==> config.mk <==
export PLATFORM = sky130hd
export DESIGN_NAME = dso_param_meas
export DESIGN_NICKNAME = d
export VERILOG_FILES = /design/src/rtl/dso_param_meas.sv
export SDC_FILE = /design/constraint.sdc
export NUM_CORES = 1
export LEC_CHECK = 0
export CELL_PAD_IN_SITES_DETAIL_PLACEMENT = 1
export CELL_PAD_IN_SITES_GLOBAL_PLACEMENT = 1
export CORE_ASPECT_RATIO = 1.1
export CORE_MARGIN = 2
export CORE_UTILIZATION = 54
export DETAILED_ROUTE_END_ITERATION = 10
export DONT_BUFFER_PORTS = 1
export GPL_TIMING_DRIVEN = 0
export PLACE_DENSITY_LB_ADDON = 0.25
export RECOVER_POWER = 50
export SYNTH_ARGS = -nofsm -noshare
export SYNTH_HDL_FRONTEND = slang
export SYNTH_SLANG_ARGS = --single-unit
==> constraint.sdc <==
create_clock -name ad_clk -period 9.2 [get_ports ad_clk]
set_clock_uncertainty 0.1 [all_clocks]
set_input_delay 0.46 -clock ad_clk [delete_from_list [all_inputs] [get_ports ad_clk]]
set_output_delay 0.46 -clock ad_clk [all_outputs]
set_load 0.01 [all_outputs]
==> src/rtl/dso_param_meas.sv <==
// Gated waveform-parameter measurement on the ADC sample stream: per-gate max/min
// and a hysteresis (Schmitt) rising-crossing count, published once per gate.
module dso_param_meas #(
  parameter int DW          = 8,
  parameter int FREQ_W      = 20,
  parameter int GATE_CYCLES = 50_000_000,
  parameter int HYST        = 4
) (
  input  logic              ad_clk,
  input  logic              rst_n,
  input  logic              ad_valid,
  input  logic [DW-1:0]     ad_data,
  output logic [FREQ_W-1:0] ad_freq,
  output logic [DW-1:0]     ad_vpp,
  output logic [DW-1:0]     ad_max,
  output logic [DW-1:0]     ad_min,
  output logic              meas_done
);

  localparam int              GW        = (GATE_CYCLES > 1) ? $clog2(GATE_CYCLES) : 1;
  localparam logic [GW-1:0]   GATE_LAST = GW'(GATE_CYCLES - 1);
  localparam logic [DW-1:0]   D_MAX     = '1;
  localparam logic [DW:0]     HYST_X    = (DW+1)'(HYST);
  localparam logic [FREQ_W-1:0] F_MAX   = '1;
  localparam logic [DW-1:0]   MID       = DW'(1) << (DW - 1);

  typedef enum logic {SCH_LOW, SCH_HIGH} sch_t;

  logic [GW-1:0]     gate_cnt;
  logic [DW-1:0]     run_max, run_min, thresh;
  logic [FREQ_W-1:0] run_cnt;
  logic              seen;
  sch_t              sch_state;

  logic [DW-1:0]     nxt_max, nxt_min;
  logic [FREQ_W-1:0] nxt_cnt;
  logic              nxt_seen;
  sch_t              sch_nxt;
  logic              gate_end;
  logic [DW:0]       hi_sum, mid_sum;
  logic [DW-1:0]     hi_th, lo_th;

  assign gate_end = (gate_cnt == GATE_LAST);

  // Thresholds are widened by one bit so the +/-HYST window clamps at the rails.
  assign hi_sum  = {1'b0, thresh} + HYST_X;
  assign hi_th   = (hi_sum > {1'b0, D_MAX}) ? D_MAX : hi_sum[DW-1:0];
  assign lo_th   = ({1'b0, thresh} < HYST_X) ? '0 : DW'({1'b0, thresh} - HYST_X);
  assign mid_sum = {1'b0, nxt_max} + {1'b0, nxt_min};

  // Next accumulator/detector values include the current sample, so the gate-end
  // sample is forwarded straight into the published result.
  always_comb begin
    // NOTE: every output of this block gets a default first, so no latch can be inferred.
    nxt_max  = run_max;
    nxt_min  = run_min;
    nxt_cnt  = run_cnt;
    nxt_seen = seen;
    sch_nxt  = sch_state;
    if (ad_valid) begin
      nxt_seen = 1'b1;
      if (ad_data > run_max) nxt_max = ad_data;
      if (ad_data < run_min) nxt_min = ad_data;
      case (sch_state)
        SCH_LOW: begin
          if (ad_data >= hi_th) begin
            sch_nxt = SCH_HIGH;
            if (run_cnt != F_MAX) nxt_cnt = run_cnt + 1'b1;
          end
        end
        SCH_HIGH: if (ad_data <= lo_th) sch_nxt = SCH_LOW;
        default:  sch_nxt = SCH_LOW;
      endcase
    end
  end

  always_ff @(posedge ad_clk or negedge rst_n) begin
    // NOTE: sequential state uses non-blocking assignments only, so every register
    // samples the pre-edge values regardless of statement order.
    if (!rst_n) begin
      gate_cnt  <= '0;
      run_max   <= '0;
      run_min   <= D_MAX;
      run_cnt   <= '0;
      seen      <= 1'b0;
      thresh    <= MID;
      sch_state <= SCH_LOW;
      ad_freq   <= '0;
      ad_vpp    <= '0;
      ad_max    <= '0;
      ad_min    <= '0;
      meas_done <= 1'b0;
    end else begin
      gate_cnt  <= gate_end ? '0 : gate_cnt + 1'b1;
      sch_state <= sch_nxt;
      meas_done <= gate_end;
      if (gate_end) begin
        if (nxt_seen) begin
          ad_max  <= nxt_max;
          ad_min  <= nxt_min;
          ad_vpp  <= nxt_max - nxt_min;
          ad_freq <= nxt_cnt;
          thresh  <= DW'(mid_sum >> 1);
        end else begin
          // An empty gate publishes zeros and keeps the previous threshold.
          ad_max  <= '0;
          ad_min  <= '0;
          ad_vpp  <= '0;
          ad_freq <= '0;
        end
        run_max <= '0;
        run_min <= D_MAX;
        run_cnt <= '0;
        seen    <= 1'b0;
      end else begin
        run_max <= nxt_max;
        run_min <= nxt_min;
        run_cnt <= nxt_cnt;
        seen    <= nxt_seen;
      end
    end
  end

endmodule
# After elaboration in Yosys (flattened, before gate mapping)

Cells that the tools add are included.

Reductions and logical operators: 1
Muxes and demuxes: 23
Equality and inequality tests: 2
Bitwise operators: 1
Add/subtract/negate cells: 6
Magnitude comparators: 6

Operators by type and width:

| operator                                            | number |
|---|---|
| 2-to-1 mux 20 bit                                   | 6 |
| 2-to-1 mux 8 bit                                    | 11 |
| adder 26 x 1 -> 26 bit (second input constant)      | 1 |
| == test 26 bit (second input constant)              | 1 |
| 2-to-1 mux 26 bit                                   | 1 |
| adder 20 x 1 -> 20 bit (second input constant)      | 1 |
| inequality test 20 bit (second input constant)      | 1 |
| adder 8 x 3 -> 9 bit (second input constant)        | 1 |
| adder 8 x 8 -> 9 bit                                | 1 |
| > comparator 9 x 8 -> 1 bit (second input constant) | 1 |
| >= comparator 8 bit                                 | 1 |
| > comparator 8 bit                                  | 1 |
| less-or-equal comparator 8 bit                      | 1 |
| < comparator 8 x 3 -> 1 bit (second input constant) | 1 |
| < comparator 8 bit                                  | 1 |
| subtractor 8 x 3 -> 8 bit (second input constant)   | 1 |
| subtractor 8 bit                                    | 1 |
| 2-to-1 mux 1 bit                                    | 4 |
| case mux 1 bit (2 select lines)                     | 1 |
| AND reduction 2 bit                                 | 1 |
| inverter 1 bit                                      | 1 |

Register bits after elaboration: 117
Word-level logic and storage cells: 51
Output and inout bits: 45

# Logic depth before layout (Yosys ltp)

Depth after elaboration: 8
Depth in mapped cells: 17
Mapped depth without buffers: 16

# Worst setup path before layout

Ideal clock, no wire load.

Path type: register to register
From: register run_min[1]
To: register ad_vpp[7]
Setup time: 0.126 ns
Path buffers: 2
Slack: 5.488 ns
Arrival time: 3.485 ns
Required time: 8.974 ns
Stages on the path, launching flop included: 17
Path through: dfstp_2 -> inv_1 -> ha_1 -> a21o_1 -> a211oi_1 -> o2111a_1 -> buf_2 -> mux2i_1 -> inv_1 -> ha_1 -> buf_2 -> nor3_1 -> a2111oi_0 -> o21bai_1 -> a21oi_1 -> xnor2_1 -> o21ai_0

Cells in the longest elaborated chain, start to end: 5

Ends and longest elaborated chain:

| item                   | line | RTL |
|---|---|---|
| from (decl)            | 30   | `logic [DW-1:0] run_max, run_min, thresh;` |
| from (signal assigned) | 117  | `run_min <= nxt_min;` |
| < comparator 8 bit     | 63   | `if (ad_data < run_min) nxt_min = ad_data;` |
| 2-to-1 mux 8 bit       | 63   |  |
| 2-to-1 mux 8 bit (*)   | 60   | `if (ad_valid) begin` |
| subtractor 8 bit (*)   | 101  | `ad_vpp <= nxt_max - nxt_min;` |
| 2-to-1 mux 8 bit (*)   | 98   | `if (nxt_seen) begin` |
| to (signal assigned)   | 101  |  |
| to (decl)              | 14   | `output logic [DW-1:0] ad_vpp,` |

Mark *: on every way between the ends. The rest lies on a longest branch, timed or not.
A chain may end at the register's enable or synchronous reset.

# Final worst setup path

Ends and elaborated chain as after synthesis.

==> metrics.txt <==
status=finished, final reports clean; die area=~0.013 mm2; Worst setup SP type=flip-flop; warnings from Yosys=0; Worst setup EP type=flip-flop; Clock Path Buffers=2; first-pass GRT wire length=~31,000 um; die height=approximately 120 um; IO Count=between 50 and 60; fmax=around 230 MHz; IO buf count=0; Critical Path RT=approximately 9.4 ns; Syn Std Cell Area=~0.0067 mm2; CTS tree=built; multi-input logic area=around 0.0034 mm2; initial antenna violation count=0; vias in the first global route=between 5,000 and 6,000; power density cells=271 mW/mm2; core area=about 0.012 mm2; post-synth top area share=about two fifths; # clock sinks=117; Tot GR Track Use=between 30% and 40%; Final Cycle Share=approximately 48%; layout cells sized above 1=between 10% and 20%; Final setup violation count=0; Top FF cell, synth=dfrtp_1; flop2flop setup slack=roughly 4.8 ns; Post-synth EDFFs=0; Critical Path Fanout Max=8; cell taking the most area after synthesis=dfrtp_1; CP arrival=4.64 ns; flops & latches, synth=117; Setup CP Type=reg -> reg; GPL Wtd Cong=between 0.8 and 0.9; reg2reg end=ad_vpp[7]; register area share after synthesis=44.0%; max_slew headroom=a little under a third; starting density of the core=~56%; Final HPWL DP=13,000 um; sequential cell area=approximately 0.003 mm2; htree depth=4; Post-Syn Instances=roughly 700; row cnt=42; top cells by area, synth=dfrtp_1 (40%), ha_1 (9.4%), nand2_1 (4.6%); Layout area overhead=12.7%; max cap viols=0; final hold vios=0; Reg clk slew, reported paths=about 0.050 ns; total grt overflow=0; hold endpoint=seen; clk root buf=clkbuf_16; PostCTS Resize Cnt=0; TritonCTS Buffers=17; Worst R2R Path Depth=16; clk_lat worst skew=between 0.4 and 0.5 ns; worst min path class=in -> reg; ys async rst share=between 90% and 100%; TNS Setup=0 ns; fin area=around 0.0075 mm2; DR pass1 iterations=4; # fillers=1,365; Hold Path Cell Cnt=2; DRC Markers=0; ANT nets after route=0; final wirelength=18,800 um; RSZ-0062 raised after global routing=no; Slew @ Worst Pin=around 1.0 ns; Ant. Diodes=0; reg2reg start=run_min[1]; largest net degree at the start of global routing=~120; final net count=just under 800; routed len/inst=~21 um; setup bufs post-CTS=0; Iteration-0 DRC Markers=slightly above 300; unique cell type count in the Yosys netlist=60; Die Width=approximately 110 um; Synth Area per Inst=between 9 and 10 um2; Hold Startpoint=ad_valid; fin crit period=4.44 ns; Synthesized Nets=761; Max IR drop VDD=~0.15 mV; P_leak=between 3 and 4 nW; Final Max Slew Viols=0; Vias=between 5,000 and 6,000; drt via density=~6.0; Placed Area=roughly 0.0069 mm2
-- critical path, stage by stage (launching register included) --
cell and delay, ns:
dfstp_2 0.54, inv_1 0.05, ha_1 0.28, a21o_1 0.16, a211oi_1 0.25, o2111a_1 0.24
buf_2 0.26, mux2i_1 0.45, inv_1 0.09, ha_1 0.29, buf_2 0.19, nor3_1 0.07
a2111oi_0 0.71, o21bai_1 0.14, a21oi_1 0.24, xnor2_1 0.14, o21ai_0 0.10
-- how the worst max path moves through the flow --
stage	startpoint	end	slack, ns	cells after the start
after floorplan	run_min[1]	ad_vpp[7]	5.49	16
after global routing	run_min[1]	ad_vpp[7]	4.47	16
after global placement	run_min[1]	ad_vpp[7]	4.93	16
final	run_min[1]	ad_vpp[7]	4.76	16
after CTS	run_min[1]	ad_vpp[7]	4.78	16
after detailed placement	run_min[1]	ad_vpp[7]	4.84	16
-- routing by layer --
metal / global-route usage (%) / part of all wire [%]
met5: 0 / 0
met4: 11.9 / 2.7
met3: 8.30 / 4.1
met2: 54.2 / 53
met1: 35.5 / 41
-- synth_stat cells, drive strengths merged (3+ instances only) --
cell	number
buf	15
nor2	63
a21oi	19
nand3	25
and4	6
dfrtp	108
and2	4
clkbuf	13
nand2b	9
nor2b	11
nor4	13
nor3	9
dfstp	9
nand4	25
ha	50
xor2	18
o21bai	7
o21ai	62
nand2	84
xnor2	33
inv	44
or4	3
and3	14
o21a	4
mux2i	23
-- power by group --
part | leakage, nW | switching [mW] | internal [mW]
sequential | 1.32 | 0.0372 | 0.575
combinational | 1.95 | 0.448 | 0.284
clock | 0.309 | 0.240 | 0.459
total | 3.58 | 0.726 | 1.32
-- per-stage QoR --
step / setup WS [ns] / hold WS, ns / std cells / power (mW) / utilization [%]
global route: 4.47 / 0.108 / 886 / 2.15 / 62.6
CTS: 4.78 / 0.0792 / 886 / 2.04 / 62.6
floorplan: 5.49 / 0.0644 / 698 / 1.12 / -
detailed placement: 4.84 / 0.0669 / 852 / 1.31 / 57.1
global placement: 4.93 / 0.0681 / 852 / 1.25 / 57.1
finish: 4.76 / 0.0882 / 886 / 2.04 / 62.6
-- cell type report --
class | count | area share (%)
Clock inverter | 9 | 1.63
Timing Repair Buffer | 2 | 0.498
Tap cell | 154 | 2.56
Inverter | 44 | 2.19
Clock buffer | 23 | 6.61
Multi-Input combinational cell | 509 | 45.6
Buffer | 28 | 1.89
Sequential cell | 117 | 39.0
-- registers in the layout, indices dropped and copies added (netlist names) --
signal     flops
gate_cnt      26
ad_freq       20
run_cnt       20
ad_max         8
ad_min         8
ad_vpp         8
run_max        8
run_min        8
thresh         8
meas_done      1
sch_state      1
seen           1
-- cells in the final DEF (no fill, tap or decap), drive strengths merged, types with 5 or more instances in the layout --
master,Yosys,routed
a21oi,19,19
and3,14,14
and4,6,6
buf,15,16
clkbuf,13,36
clkinv,0,5
dfrtp,108,108
dfstp,9,9
ha,50,50
inv,44,44
mux2i,23,23
nand2,84,84
nand2b,9,9
nand3,25,25
nand4,25,25
nor2,63,63
nor2b,11,11
nor3,9,9
nor4,13,13
o21ai,62,62
o21bai,7,7
xnor2,33,33
xor2,18,18
-- what timing repair did --
action	4_1_cts	5_1_grt
setup endpoints to repair	0	0
hold endpoints to repair	117	0
hold buffers	2	0
-- kinds of logic (layout without fill, tap and decap cells) --
group | Yosys count | count (layout) | synth area share, %
buffers and inverters | 72 | 106 | 4.61
adders and majority gates | 52 | 52 | 9.96
xor gates and xnor gates | 51 | 51 | 6.69
AOI/OAI and AO/OA | 105 | 105 | 9.44
DFF | 117 | 117 | 44.0
muxes | 25 | 25 | 3.90
and+or+nand+nor | 276 | 276 | 21.4
(Power assumes the default switching activity.)
